**src/rtl/branch_redirect_ctrl_pkg.sv**
```systemverilog
// Shared types and defaults for the fetch-side branch redirect controller.
package branch_redirect_ctrl_pkg;

  localparam int unsigned PC_W = 32;
  localparam int unsigned STAT_W = 32;
  localparam logic [PC_W-1:0] RESET_PC_DEFAULT = 32'hBFC0_0000;
  localparam int unsigned FETCH_BYTES_DEFAULT = 4;

  typedef enum logic [0:0] {
    IDLE    = 1'b0,
    WAIT_DS = 1'b1
  } state_e;

endpackage

```
**src/rtl/branch_redirect_ctrl_redirect_stat.sv**
```systemverilog
// Saturating event counters for applied branch redirects and delay-slot wait cycles.
module branch_redirect_ctrl_redirect_stat
  import branch_redirect_ctrl_pkg::*;
(
  input  logic              clk,
  input  logic              resetn,
  input  logic              redirect_inc,
  input  logic              ds_wait_inc,
  output logic [STAT_W-1:0] stat_redirects,
  output logic [STAT_W-1:0] stat_ds_wait
);

  always_ff @(posedge clk) begin
    if (!resetn) begin
      stat_redirects <= '0;
      stat_ds_wait   <= '0;
    end else begin
      if (redirect_inc && (stat_redirects != '1)) stat_redirects <= stat_redirects + STAT_W'(1);
      if (ds_wait_inc && (stat_ds_wait != '1))    stat_ds_wait   <= stat_ds_wait + STAT_W'(1);
    end
  end

endmodule

```
**src/rtl/branch_redirect_ctrl.sv**
```systemverilog
// Fetch PC owner: applies ID branch redirects after the MIPS delay slot is fetched.
// Optional statistics counters are enabled with the REDIRECT_STAT_EN macro.
module branch_redirect_ctrl
  import branch_redirect_ctrl_pkg::*;
#(
  parameter logic [PC_W-1:0] RESET_PC    = RESET_PC_DEFAULT,
  parameter int unsigned     FETCH_BYTES = FETCH_BYTES_DEFAULT
) (
  input  logic            clk,
  input  logic            resetn,
  input  logic            id_fire,
  input  logic            br_taken,
  input  logic [PC_W-1:0] br_target,
  input  logic            ds_fetched,
  input  logic            flush_ex,
  input  logic [PC_W-1:0] flush_pc,
  input  logic            fetch_ack,
  output logic            fetch_req,
  output logic [PC_W-1:0] fetch_pc,
  output logic            fb_flush,
`ifdef REDIRECT_STAT_EN
  output logic [STAT_W-1:0] stat_redirects,
  output logic [STAT_W-1:0] stat_ds_wait,
`endif
  output logic            redirect_pending
);

  state_e          state_q;
  logic [PC_W-1:0] pc_q;
  logic [PC_W-1:0] target_q;
  logic [PC_W-1:0] pc_inc;
  logic            req_q;
  logic            br_fire;

  assign br_fire          = id_fire & br_taken;
  assign pc_inc           = pc_q + PC_W'(FETCH_BYTES);
  assign fetch_pc         = pc_q;
  assign fetch_req        = req_q;
  assign redirect_pending = (state_q == WAIT_DS);
  // Same-cycle kill of wrong-path fetches; an exception flush handles its own buffer kill.
  assign fb_flush         = (state_q == IDLE) & ~flush_ex & br_fire & ds_fetched;

  always_ff @(posedge clk) begin
    if (!resetn) begin
      state_q  <= IDLE;
      pc_q     <= RESET_PC;
      target_q <= '0;
      req_q    <= 1'b0;
    end else begin
      req_q <= 1'b1;
      case (state_q)
        IDLE: begin
          if (flush_ex) begin
            pc_q <= flush_pc;
          end else if (br_fire && ds_fetched) begin
            pc_q <= br_target;
          end else begin
            if (br_fire) begin
              target_q <= br_target;
              state_q  <= WAIT_DS;
            end
            if (fetch_ack) pc_q <= pc_inc;
          end
        end
        WAIT_DS: begin
          // The next accepted fetch is the delay slot; redirect right after it.
          if (flush_ex) begin
            pc_q     <= flush_pc;
            target_q <= '0;
            state_q  <= IDLE;
          end else if (fetch_ack) begin
            pc_q    <= target_q;
            state_q <= IDLE;
          end
        end
        default: state_q <= IDLE;
      endcase
    end
  end

`ifdef REDIRECT_STAT_EN
  logic redirect_inc;
  logic ds_wait_inc;

  assign redirect_inc = ~flush_ex &
                        (((state_q == IDLE) & br_fire & ds_fetched) |
                         ((state_q == WAIT_DS) & fetch_ack));
  assign ds_wait_inc  = ~flush_ex & (state_q == WAIT_DS);

  branch_redirect_ctrl_redirect_stat u_stat (
    .clk            (clk),
    .resetn         (resetn),
    .redirect_inc   (redirect_inc),
    .ds_wait_inc    (ds_wait_inc),
    .stat_redirects (stat_redirects),
    .stat_ds_wait   (stat_ds_wait)
  );
`endif

`ifndef SYNTHESIS
  // A second taken branch cannot reach ID before the pending delay slot has.
  a_no_branch_in_wait_ds: assert property (@(posedge clk) disable iff (!resetn)
    !((state_q == WAIT_DS) && br_fire));
`endif

endmodule

```
**config.mk**
```make
export PLATFORM = sky130hd
export DESIGN_NAME = branch_redirect_ctrl
export DESIGN_NICKNAME = d
export VERILOG_FILES = /design/src/rtl/branch_redirect_ctrl_pkg.sv /design/src/rtl/branch_redirect_ctrl_redirect_stat.sv /design/src/rtl/branch_redirect_ctrl.sv
export SDC_FILE = /design/constraint.sdc
export NUM_CORES = 1
export LEC_CHECK = 0
export BUFFER_PORTS_ARGS = -buffer_cell sky130_fd_sc_hd__buf_2
export CORE_ASPECT_RATIO = 2
export CORE_MARGIN = 2
export CORE_UTILIZATION = 54
export CTS_CLUSTER_SIZE = 28
export DETAILED_ROUTE_END_ITERATION = 8
export PLACE_DENSITY = 0.81
export SETUP_SLACK_MARGIN = 0.05
export SYNTH_ARGS = -nofsm -noshare
export SYNTH_HDL_FRONTEND = slang
export SYNTH_HIERARCHICAL = 1
export SYNTH_SLANG_ARGS = --single-unit
```
**constraint.sdc**
```tcl
create_clock -name clk -period 2.6 [get_ports clk]
set_clock_uncertainty 0.05 [all_clocks]
set_input_delay 0.52 -clock clk [delete_from_list [all_inputs] [get_ports clk]]
set_output_delay 0.52 -clock clk [all_outputs]
set_load 0.05 [all_outputs]
```
==> qor.txt <==
Status -> finished, final reports clean
Sequential area share after synthesis -> 0.320
Slowest stage delay, CP -> 0.36 ns
Distinct cells, synth -> 63
Buf/Inv on CP -> 3
Crit start category -> flop
Final wirelength -> 12800 um
Post-Place Cells -> 725
Gpl congestion -> 0.845
Post-synth top area share -> 0.320
Mapped Nets -> 626
Post-route minimum period -> 2.18 ns
Cts bufs inserted -> 9
Starting density of the core -> 0.552
Worst hold path class -> flop to flop
CTS Hold Bufs -> 0
Root Buffer -> clkbuf_16
Deepest clock path buffer count -> 2
Delay-heaviest family, CP -> buffers and inverters
VDD IR max -> 0.386 mV
Slew headroom -> 0.475
Met2 Wirelength -> 6150 um
DRC viols -> 0
Max layer used -> met4
Finish-stage setup viols -> 0
CORE AREA -> 0.00749 mm2
Layout area overhead -> 21.4%
Main area contributors after synthesis -> dfxtp_1 32%, nand2_1 7.5%, a21boi_0 6.5%
Global-route wire length before repair -> 20300 um
Antenna violations before repair -> 0
Cells along the critical path -> buf_4 -> inv_1 -> ha_1 -> and2_1 -> buf_2
Fmax -> 458 MHz
Vias per std cell -> 6.29
Reg area -> 0.00132 mm2
WS Path Type -> flop to output port
Setup TNS -> 0 ns
Cell Count, Final, Fillers Out -> 740
Cell Rows -> 45
Area of the multi-input gates -> 0.00258 mm2
CP Max Fanout -> 21
CP max stage cell -> dfxtp_1
DRT Pass-1 Iters -> 6
Number of global-route vias before repair -> 4078
RSZ-0062 raised after global routing -> false
Critical Path Sink Type -> output port
Remaining global-route overflow -> 0
FILL cells -> 660
CTS tree -> yes
WP data arrival -> 1.61 ns
Synth Instances -> 553
Clock latency on the worst-skew pair -> 0.34 ns
Die ar. -> 0.00841 mm2
DR vias -> 4658
Top FF cell, synth -> dfxtp_1
Max_cap viols -> 0
DR WL/cell -> 17.3 um
Synth async-reset ratio -> 0
Cell Pwr Density -> 587 mW/mm2
Post-DP HPWL -> 8830 um
Post-Syn Area -> 0.00413 mm2
Layout cells sized above 1 -> 0.235
Starting DRT DRC Count -> 488
DR WL met3 -> 1210 um
Antenna diodes -> 0
Final net count -> 715
Total Routing Usage GR -> 0.309
Clock Sinks -> 66
Static leakage -> 2.05 nW
Avg Cell Area, Syn -> 7.47 um2
Chip height -> 128 um
Post CTS Setup Buffer Count -> 0
PortBufs -> 105
Quantity of gates resized following cts -> 0
Largest net degree at the start of global routing -> 35
Synth warn -> 6
Wl on met1 -> 5130 um
Final period util -> 0.839
Post-synthesis register bit count -> 66
Clock transition at path regs -> 0.05 ns
H-Tree Depth -> 3
Data required, critical path -> 2.03 ns
Area leader, netlist -> dfxtp_1
Post-route ant nets -> 0
I/O pins -> 106
Final hold vios -> 0
Number of synthesized flops with an enable pin -> 0
Slew @ Worst Pin -> 0.788 ns
Die width -> 65.9 um
Max Slew Vio Count -> 0
placed cells by master (no fill, tap or decap), types with 4 or more instances in the layout:
| cell | Yosys | layout |
|---|---|---|
| clkbuf_16 | 0 | 9 |
| and2_1 | 6 | 6 |
| inv_1 | 7 | 7 |
| xnor2_1 | 4 | 4 |
| mux2i_1 | 8 | 8 |
| o21ai_0 | 49 | 49 |
| dfxtp_1 | 66 | 66 |
| and3_1 | 12 | 12 |
| nor2b_1 | 13 | 13 |
| nand3_1 | 39 | 39 |
| a21boi_0 | 36 | 36 |
| nor2_1 | 28 | 27 |
| a22oi_1 | 7 | 7 |
| nand2_1 | 83 | 83 |
| o21a_1 | 5 | 5 |
| o31ai_1 | 4 | 4 |
| a21oi_1 | 30 | 30 |
| o211ai_1 | 6 | 6 |
| buf_4 | 1 | 21 |
| nor4_1 | 8 | 8 |
| nand4_1 | 8 | 8 |
| buf_2 | 9 | 105 |
| nand2b_1 | 4 | 4 |
| o311ai_0 | 5 | 5 |
| o2bb2ai_1 | 5 | 5 |
| a31oi_1 | 11 | 11 |
| o22ai_1 | 4 | 4 |
final cells by class:
type	instances	share of cell area
multi-input combinational	432	0.515
sequential	66	0.263
timing repair buffer	126	0.136
clock buffer	12	0.0491
tap	94	0.0234
clock inverter	3	0.00798
inverter	7	0.00524
sequential cells by signal (all words and copies together) (netlist names):
| signal | count |
|---|---|
| fetch_pc | 32 |
| fetch_req | 1 |
| redirect_pending | 1 |
| target_q | 32 |
logic make-up (layout without fill, tap and decap cells):
| family | count (synthesis) | count (layout) | share of synthesized area |
|---|---|---|---|
| buffers and inverters | 55 | 148 | 0.0572 |
| adders and majority gates | 2 | 2 | 0.00605 |
| DFF | 66 | 66 | 0.320 |
| and+or+nand+nor | 223 | 223 | 0.276 |
| muxes | 10 | 10 | 0.0248 |
| AOI/OAI and AO/OA | 192 | 192 | 0.306 |
| xor gates and xnor gates | 5 | 5 | 0.0106 |
power by group:
group | switching, mW | internal (mW) | total, mW
Combinational | 0.402 | 0.207 | 0.609
Sequential | 0.0730 | 1.07 | 1.14
Clock | 0.434 | 0.760 | 1.19
Total | 0.909 | 2.04 | 2.94
through the flow:
| step | instance area [um2] | utilization | hold slack, ns | total power [mW] | worst slack [ns] |
|---|---|---|---|---|---|
| 6_report | 5020 | 0.670 | 0.406 | 2.94 | 0.418 |
| 5_1_grt | 5020 | 0.670 | 0.428 | 3.04 | 0.246 |
| 4_1_cts | 5020 | 0.670 | 0.407 | 2.94 | 0.415 |
| 3_5_place_dp | 4730 | 0.632 | 0.401 | 1.76 | 0.393 |
| 3_3_place_gp | 4730 | 0.632 | 0.393 | 1.74 | 0.439 |
| 2_1_floorplan | 4130 | - | 0.386 | 1.56 | 0.141 |
cell usage after synthesis, drive strengths merged, types with 7 or more instances:
cell type	number
clkbuf	32
nand3	39
a31oi	11
inv	7
nor2b	13
nor4	8
o21ai	51
mux2i	8
a22oi	7
buf	16
a21boi	37
dfxtp	66
and3	13
nor2	28
nand4	10
a21oi	30
nand2	84
worst paths after layout:
path | slack (ns) | to | cells past startpoint | from
worst min register to register | 0.41 | target_q[10]$_SDFFE_PN0P_ | 2 | target_q[10]$_SDFFE_PN0P_
worst min-delay path | 0.41 | target_q[10]$_SDFFE_PN0P_ | 2 | target_q[10]$_SDFFE_PN0P_
worst max-delay path | 0.42 | fb_flush | 5 | redirect_pending$_SDFF_PN0_
worst max register to register | 0.42 | fetch_pc[30]$_SDFFE_PN0P_ | 5 | fetch_pc[4]$_SDFFE_PN0P_
worst min-delay path, delay by kind of cell, from the launching register on:
kind             cells  cell delay [ns]
flip-flops           1             0.30
AO/OA/AOI/OAI        1             0.06
AND/OR/NAND/NOR      1             0.05
metal layers:
layer,vias to the layer above,GRT usage
met3,31,0.0509
li1,2205,-
met2,274,0.483
met5,-,0
met4,0,0.131
met1,2148,0.417
(Power assumes the default switching activity.)
